`config.mk`:
```
export PLATFORM = sky130hd
export DESIGN_NAME = hurricane_hbwif_serdes
export DESIGN_NICKNAME = d
export VERILOG_FILES = /design/src/rtl/hurricane_hbwif_serdes.sv
export SDC_FILE = /design/constraint.sdc
export NUM_CORES = 1
export LEC_CHECK = 0
export ABC_AREA = 1
export CAP_MARGIN = 20
export CORE_AREA = 2 2 39 41
export DETAILED_ROUTE_END_ITERATION = 12
export DIE_AREA = 0 0 41 43
export PLACE_DENSITY_LB_ADDON = 0.2
export SYNTH_ARGS = -nofsm -noshare
export SYNTH_HDL_FRONTEND = slang
export SYNTH_SLANG_ARGS = --single-unit
```
`constraint.sdc`:
```
create_clock -name clock -period 1 [get_ports clock]
set_clock_uncertainty 0.05 [all_clocks]
set_input_delay 0.15 -clock clock [delete_from_list [all_inputs] [get_ports clock]]
set_output_delay 0.15 -clock clock [all_outputs]
set_load 0.1 [all_outputs]
```
`src/rtl/hurricane_hbwif_serdes.sv`:
```
// 2:1 DDR serializer / 1:2 deserializer for the Hurricane HBWIF pad pair, single clock, both edges.
// Optional macro HBWIF_LOOPBACK_EN adds io_loopback to route the TX serial stream into the RX samplers.
module hurricane_hbwif_serdes #(
  parameter logic [1:0] RX_RESET_VAL = 2'b01,
  parameter logic       TX_RESET_VAL = 1'b0
) (
  input  logic       clock,
  input  logic       reset,
  input  logic [1:0] io_tx_in,
  output logic       io_tx_outp,
  output logic       io_tx_outn,
  input  logic       io_rx_inp,
  input  logic       io_rx_inn,
`ifdef HBWIF_LOOPBACK_EN
  input  logic       io_loopback,
`endif
  output logic [1:0] io_rx_out1
);

  logic       r_tx_in_d1;
  logic       r_tx_pos;
  logic       r_tx_neg;
  logic       r_rx_a;
  logic       r_rx_b;
  logic [1:0] r_rx_out1;
  logic       w_tx_out;
  logic       w_rx_in;
  logic       w_unused_rx_inn;

  // The negative leg carries no extra information; there is no differential check.
  assign w_unused_rx_inn = io_rx_inn;

  // The pad bit is the XOR of a rising-edge flop and a falling-edge flop. Each edge
  // pre-cancels the other flop's value, so the pad follows whichever flop toggled
  // last without putting the clock itself in the data path.
  assign w_tx_out   = r_tx_pos ^ r_tx_neg;
  assign io_tx_outp = w_tx_out;
  assign io_tx_outn = ~w_tx_out;

`ifdef HBWIF_LOOPBACK_EN
  assign w_rx_in = io_loopback ? w_tx_out : io_rx_inp;
`else
  assign w_rx_in = io_rx_inp;
`endif

  // Rising-edge stage: bit0 launch, bit1 hold, OutA capture, word assembly.
  // r_rx_out1[1] doubles as the retime flop that moves rx_b into this domain.
  always_ff @(posedge clock or posedge reset) begin
    if (reset) begin
      r_tx_in_d1 <= 1'b0;
      r_tx_pos   <= TX_RESET_VAL;
      r_rx_a     <= 1'b0;
      r_rx_out1  <= RX_RESET_VAL;
    end else begin
      r_tx_in_d1 <= io_tx_in[1];
      r_tx_pos   <= io_tx_in[0] ^ r_tx_neg;
      r_rx_a     <= w_rx_in;
      r_rx_out1  <= {r_rx_b, r_rx_a};
    end
  end

  // Falling-edge stage: bit1 launch, OutB capture.
  always_ff @(negedge clock or posedge reset) begin
    if (reset) begin
      r_tx_neg <= 1'b0;
      r_rx_b   <= 1'b0;
    end else begin
      r_tx_neg <= r_tx_in_d1 ^ r_tx_pos;
      r_rx_b   <= w_rx_in;
    end
  end

  assign io_rx_out1 = r_rx_out1;

endmodule

```
==> summary.txt, run 1 <==
Pwr Density: 2010 nW/um^2
failing checks: negative setup slack
Ant. Diodes: 0
Routed WL per cell: 6.96 um
fin nets: 48
switching power: 380 uW
Initial Util: 17.4%
status: complete, but fails checks
flops & latches, synth: 7
fin. max-slew vios: 0
Final setup viols: 7
largest net degree at the start of global routing: 6
CP required: 0.80 ns
H-Tree Depth: 1
Mapped Cells: 24
Routed Antenna Nets: 0
CP delay by family, top: flip-flops
post-route setup slack: -0.821 ns
Core Area: 1380 um^2
Min Hold Slack: 0.0484 ns
clk buf depth: 2
layout cell share with drive strength beyond 1: 58.5%
top post-synthesis cells by area: dfrtp_1 42%, dfrtn_1 21%, nand2_1 19%
critical-path cell list: inv_2 > nand2_4 > nand2_8 > buf_12
Rel. slew slack: 87.8%
total CTS buffers: 3
pre-CTS setup slack: -0.570 ns
Post-Syn Nets: 30
crit path max-delay cell type: dfrtn_1
WL final: 397 um
Worst Reg2Reg Path Length in Cells: 4
critical path's largest stage delay: 0.48 ns
Worst R2R Setup Slack: -0.47 ns
Clock Sinks: 7
Critical path buffers and inverters: 2
synthesis-to-layout area growth: 110%
CTS tree: yes
register share of total power: 32.4%
CP startpoint kind: flip-flop
io pins: 10
vias in the first global route: 199
first-pass GRT wire length: 696 um
peak supply drop: 680 uV
RR Startpoint: r_tx_neg
final-report hold violation count: 0
Tot GR Track Use: 6.20%
combinational power share: 44.1%
Syn Area/Cell: 10.0 um^2
post-layout util: 36.5%
Pre-Repair DR Iteration Count: 1
Placed Cells incl. Taps: 52
Root Buffer: clkbuf_4
post-synthesis sequential area ratio: 73.4%
Worst Max-Slew Pin Slew: 0.182 ns
RSZ-0062 raised after global routing: true
full die area: 1760 um^2
Rows: 14
Mapped Area: 240 um^2
DP HPWL: 360 um
Hold WC Path Type: in2async
Reg-to-Reg End: r_tx_pos
Switching Fraction: 37.4%
Worst Path Class, Setup: reg2out
Finished Layout Cells: 57
max-cap viol count: 0
top-area cell type share of the netlist area: 41.7%
crit path DAT: 1.62 ns
1st-iter DRT viols: 0
clock transition at the registers of the reported paths: 0.05 ns
Synth area leader: dfrtp_1
Max FO, Critical Path: 4
hold_buf cts: 0
GRT overflow: 0
Worst-Skew Late Latency: 0.25 ns
Via density: 3.35
Leak Pwr: 0.000247 uW
PortBufs: 8
global placement routability congestion: 0.650
Yosys cell types: 6
clock share of power: 23.5%
Synthesis Warnings: 0
routed via count: 191
initial antenna violation count: 0
Die Wd: 41 um
internal power: 637 uW
die height: 43 um
# DRC: 0
CP endpoint kind: output pin
cells in the mapped netlist:
cell type  number
dfrtn_1         2
dfstp_2         1
inv_1           3
inv_2           2
nand2_1        12
dfrtp_1         4
logic make-up after synthesis:
| logic type | synth area share, % |
|---|---|
| AND/OR/NAND/NOR | 18.7 |
| flip-flops | 73.4 |
| buffers and inverters | 7.81 |
sequential cells by signal, indices dropped and copies added (netlist names):
register / count
io_rx_out1: 2
r_rx_a: 1
r_rx_b: 1
r_tx_in_d1: 1
r_tx_neg: 1
r_tx_pos: 1
area by class of cell:
type	instances	area [um^2]
inverter	5	18.8
sequential	7	181
fill	142	878
tap	16	20.0
clock buffer	4	26.3
multi-input combinational	12	103
timing repair buffer	13	156
power by group through the flow:
stage                     clock network (uW)  logic [uW]  registers, uW
final                                    239         449            329
after global routing                     274         470            332
after CTS                                258         442            330
after detailed placement                   0         443            334
after global placement                     0         437            333
after floorplan                            0         254            367
worst reg2reg max path, stage by stage, from the launching register on:
cell and delay (ns):
dfrtn_1 0.48, inv_2 0.09, buf_4 0.14, nand2_2 0.05
nand2_2 0.04
cell usage in the layout (no fill, tap or decap), drive strengths merged:
cell and instances:
nand2 12, dfrtn 2, dlygate4sd2 1, clkbuf 4
inv 5, dfrtp 4, dfstp 1, clkdlybuf4s50 3
buf 9
layer usage:
metal,part of all wire [%],vias up,global-route usage [%]
met1,32,82,5.69
met3,6.3,0,1.57
met5,0,-,0
met4,0,0,6.00
li1,-,104,-
met2,61,5,10.0
stage by stage:
stage / TNS, ns / instance area (um^2) / total power [uW]
6_report: -2.55 / 505 / 1020
3_3_place_gp: -1.89 / 468 / 770
2_1_floorplan: -1.53 / 298 / 620
4_1_cts: -2.56 / 493 / 1030
3_5_place_dp: -2.03 / 468 / 777
5_1_grt: -2.81 / 505 / 1080
worst max-delay path by stage:
stage / start / endpoint / slack (ns) / cells after the start
finish: r_tx_neg / io_tx_outn / -0.82 / 4
global route: r_tx_neg / io_tx_outn / -0.87 / 4
CTS: r_tx_neg / io_tx_outn / -0.85 / 4
detailed placement: r_tx_neg / io_tx_outn / -0.57 / 4
global placement: r_tx_neg / io_tx_outn / -0.54 / 4
floorplan: r_tx_neg / io_tx_outn / -0.46 / 3
repair_timing:
action | CTS | global route
gates resized for setup | 1 | 2
setup endpoints to repair | 8 | 7
gates cloned | 0 | 0
buffers inserted | 0 | 1
pin swaps | 2 | 3
Note: power is estimated with default switching activity, not from simulation.
==> inputs of run 2 (changes only) <==
clock period = 2.3 ns   (was 1 ns; I/O delays follow)
==> run 2 against run 1 <==
The run still ends with negative setup slack left. Total power decreased by 59%. Final area decreased by 17%. Critical path depth unchanged.
==> summary.txt, run 2 (synthesis gave the netlist of run 1 again) <==
largest net degree at the start of global routing: 8 (was 6)
failing checks: negative setup slack (unchanged)
max-cap viol count: 0 (unchanged)
Routed WL per cell: 7.73 um (was 6.96 um)
DP HPWL: 331 um (was 360 um)
# DRC: 0 (unchanged)
Worst Max-Slew Pin Slew: 0.279 ns (was 0.182 ns)
TNS Setup: -0.706 ns (was -2.55 ns)
Routed Antenna Nets: 0 (unchanged)
status: complete, but fails checks (unchanged)
Worst-Skew Late Latency: 0.25 ns (about the same)
initial antenna violation count: 0 (unchanged)
Tot GR Track Use: 6.71% (was 6.20%)
synthesis-to-layout area growth: 74.0% (was 110%)
final-report hold violation count: 0 (unchanged)
Die Wd: 41 um (unchanged)
Via density: 3.46 (was 3.35)
global placement routability congestion: 0.552 (was 0.650)
WL final: 402 um (was 397 um)
CP endpoint kind: output pin (unchanged)
peak supply drop: 296 uV (was 680 uV)
CP required: 1.90 ns (was 0.80 ns)
commonest non-fill, non-tap cell in the layout: nand2_1 (was buf_4)
GRT overflow: 0 (unchanged)
dpl cell area: 382 um^2 (was 468 um^2)
Rows: 14 (unchanged)
vias in the first global route: 184 (was 199)
critical path's largest stage delay: 0.47 ns (was 0.48 ns)
PnR Total Power: 414 uW (was 1020 uW)
design area: 418 um^2 (was 505 um^2)
Hold WC Path Type: in2async (unchanged)
Largest register FFs: 2 (unchanged)
post-layout util: 30.2% (was 36.5%)
RSZ-0062 raised after global routing: true (unchanged)
post-route setup slack: -0.356 ns (was -0.821 ns)
CP delay by family, top: flip-flops (unchanged)
CP startpoint kind: flip-flop (unchanged)
CTS tree: yes (unchanged)
Rel. slew slack: 81.6% (was 87.8%)
Worst Path Class, Setup: reg2out (unchanged)
crit path max-delay cell type: dfrtn_1 (unchanged)
Final setup viols: 2 (was 7)
PortBufs: 8 (unchanged)
1st-iter DRT viols: 1 (was 0)
Initial Util: 17.4% (unchanged)
fin nets: 43 (was 48)
first-pass GRT wire length: 703 um (was 696 um)
H-Tree Depth: 1 (unchanged)
Critical path buffers and inverters: 2 (unchanged)
Pwr Density: 991 nW/um^2 (was 2010 nW/um^2)
commonest non-fill, non-tap cells in the layout: 7 x nand2_1, 4 x clkdlybuf4s50_1, 4 x dfrtp_1, 3 x inv_1, 3 x clkbuf_4 (was 5 x buf_4, 4 x nand2_2, 4 x nand2_1, 4 x buf_12)
layout cell share with drive strength beyond 1: 41.7% (was 58.5%)
Leak Pwr: 0.000207 uW (was 0.000247 uW)
clock transition at the registers of the reported paths: 0.05 ns (about the same)
Pre-Repair DR Iteration Count: 2 (was 1)
total CTS buffers: 3 (unchanged)
io pins: 10 (unchanged)
clk buf depth: 2 (unchanged)
fillers: 145 (was 142)
Root Buffer: clkbuf_4 (unchanged)
Ant. Diodes: 0 (unchanged)
fin. max-slew vios: 0 (unchanged)
Max FO, Critical Path: 4 (unchanged)
Clock Sinks: 7 (unchanged)
full die area: 1760 um^2 (unchanged)
crit path DAT: 2.26 ns (was 1.62 ns)
Core Area: 1380 um^2 (unchanged)
critical-path cell list: inv_2 > nand2_4 > nand2_8 > buf_12 (unchanged)
routed via count: 180 (was 191)
die height: 43 um (unchanged)
==> run 2: final timing paths <==
| check | start | cells past startpoint | end | slack (ns) |
|---|---|---|---|---|
| setup / recovery | r_tx_neg | 4 | io_tx_outn | -0.36 |
| hold / removal | reset | 2 | r_tx_pos | 0.27 |
| setup reg to reg | r_tx_neg | 3 | r_tx_pos | 0.32 |
| hold reg to reg | r_rx_a | 0 | io_rx_out1[0] | 0.30 |
| max in group asynchronous | reset | 2 | r_rx_b | 0.66 |
| min in group clock | r_rx_a | 0 | io_rx_out1[0] | 0.30 |
==> run 2: area by class of cell <==
cell class	count	area [um^2]	area share (%)
Multi-Input combinational cell	12	81.3	19.5
Tap cell	16	20.0	4.79
Timing Repair Buffer	8	95.1	22.8
Clock buffer	4	26.3	6.29
Inverter	5	18.8	4.49
Sequential cell	7	176	42.2
==> run 2: what timing repair did <==
item / CTS / global route
hold buffers: 0 / 0
pin swaps: 1 / 0
setup buffers: 0 / 0
endpoints found under the setup margin: 2 / 2
resized for setup: 3 / 0
hold endpoints to repair: 0 / 0
==> run 2: per-stage QoR <==
stage	worst slack, ns	hold WS, ns	instances
after global placement	-0.0787	0.285	48
after floorplan	-0.0163	0.0976	24
final	-0.356	0.271	52
after CTS	-0.369	0.265	52
after detailed placement	-0.0953	0.288	48
after global routing	-0.392	0.294	52
==> run 2: per-layer routing <==
layer,global-route usage (%),share of wire [%]
met1,4.68,32
met2,10.6,65
met3,3.14,3.2
met4,8.00,0
met5,0,0
==> run 2: worst reg2reg max path: stages (launching register included) <==
cell     delay, ns
dfrtn_1       0.47
inv_2         0.08
nand2_1       0.06
nand2_1       0.05
==> run 2: power breakdown <==
| group | internal [uW] | total, uW | switching [uW] | leakage (uW) |
|---|---|---|---|---|
| Clock | 65.9 | 107 | 41.5 | 0.0000150 |
| Combinational | 55.7 | 164 | 108 | 0.000111 |
| Sequential | 134 | 143 | 8.53 | 0.0000811 |
==> patch (settings of run 1) <==
`TX_RESET_VAL`: 1'b0 -> 1'b1.
--- a/src/rtl/hurricane_hbwif_serdes.sv
+++ b/src/rtl/hurricane_hbwif_serdes.sv
@@ -4,3 +4,3 @@
   parameter logic [1:0] RX_RESET_VAL = 2'b01,
-  parameter logic       TX_RESET_VAL = 1'b0
+  parameter logic       TX_RESET_VAL = 1'b1
 ) (
Function: not checked (the comparison handles one clock edge and no latches or derived clocks); the edit may change what the design does.
==> patch against run 1 <==
The run still ends with setup timing left; non-clock buffer count shrank 1; area after synthesis increased by 0.52%; final area shrank 2.2%; first-iteration DRC count unchanged; via count did not move; total power hardly changed; global-route usage rose by 0.49 points; die area unchanged; wire length down 1.0%; sequential cell count stayed put; setup slack got worse by 0.0022 ns.
==> patch: results (changes against run 1) <==
* Setup Slack @ Placement at -0.556 ns (+0.0137 ns)
* Clk_lat worst skew at between 0.2 and 0.3 ns
* Grt met2 use at 10.3% (+0.31 points)
* Placed inst area at 469 um2 (+0.27%)
* Final setup violation count at 6 (-1)
* Routability Congestion at 0.675 (+3.9%)
* Met2 wire len at 247 um (+1.2%)
* M3 GR Usage at 3.14% (+1.6 points)
* Metal3 WL at 23 um (-8.0%)
* Wire length on met1 at 123 um (-3.1%)
* Vias per inst at 3.41 (+1.8%)
* Post-Synthesis Cells at 24 (unchanged)
* Worst EP arrival at 1.62 ns (about the same)
* Ratio of cells with drive above 1 in the final layout at 55.0% (-3.5 points)
* First-pass GRT wire length at 717 um (+3.0%)
* Final worst slack at -0.823 ns (-0.00215 ns)
* Nets at 47 (-2.1%)
* Max VDD drop at 0.704 mV (+3.6%)
* Largest net degree at the start of global routing at 6 (unchanged)
* Global Route Usage Sum at 6.69% (+0.49 points)
* Leakage at 0.241 nW (-2.6%)
* Via count at 191 (unchanged)
* Slew of the pin with the lowest slew margin at 0.169 ns (-0.0132 ns)
* Most frequent cells after synthesis: nand2_1, dfrtp_1, inv_1
* NetSw at 0.000383 W (+0.85%)
* Failing checks: setup timing
* Outcome: finished with violations
* Sequential share of the synthesized area at 73.6% (+0.14 points)
* Vias in the first global route at 216 (+8.5%)
* Setup TNS at -2.54 ns (+0.00468 ns)
* Met1 Track Usage GR at 4.98% (-0.70 points)
==> patch: what timing repair did <==
item / CTS / global route
endpoints found under the setup margin: 7 / 7
pin swaps: 1 / 0
setup buffers: 0 / 0
resized for setup: 1 / 0
==> patch: worst register-to-register path, cell delays in order, from the launching register on <==
cell	delay, ns
dfstp_2	0.53
inv_2	0.04
nand2_1	0.05
nand2_1	0.04
==> patch: area by class of cell <==
class / instances / area [um2] / share of cell area [%]
clock buffers: 4 / 26.3 / 5.32
multi-input cells: 12 / 97.6 / 19.7
flip-flops and latches: 7 / 183 / 37.0
inverters: 5 / 18.8 / 3.80
repair buffers: 12 / 149 / 30.1
well taps: 16 / 20.0 / 4.05
==> patch: kinds of logic after synthesis <==
| kind of cell | Yosys count | share of synthesized area (%) |
|---|---|---|
| simple gates | 12 | 18.7 |
| flops | 7 | 73.6 |
| buf+inv | 5 | 7.77 |
==> patch: path summary, 6_finish.rpt <==
path	from	slack, ns	to	cells past startpoint
setup / recovery	r_tx_neg$_DFF_NP0_	-0.82	io_tx_outn	4
hold / removal	reset	0.04	r_rx_a$_DFF_PP0_	2
setup reg to reg	r_tx_pos$_DFF_PP1_	-0.34	r_tx_neg$_DFF_NP0_	3
hold reg to reg	r_rx_a$_DFF_PP0_	0.30	io_rx_out1[0]$_DFF_PP1_	0
max in group asynchronous	reset	0.29	r_rx_b$_DFF_NP0_	2
min in group clock	io_rx_inp	0.11	r_rx_a$_DFF_PP0_	1
==> patch: power by group through the flow <==
stage	registers [W]	logic, W	clock network (W)
after floorplan	0.000371	0.000254	0
after global placement	0.000336	0.000439	0
after detailed placement	0.000337	0.000443	0
after CTS	0.000333	0.000442	0.000261
after global routing	0.000335	0.000456	0.000278
final	0.000332	0.000437	0.000248
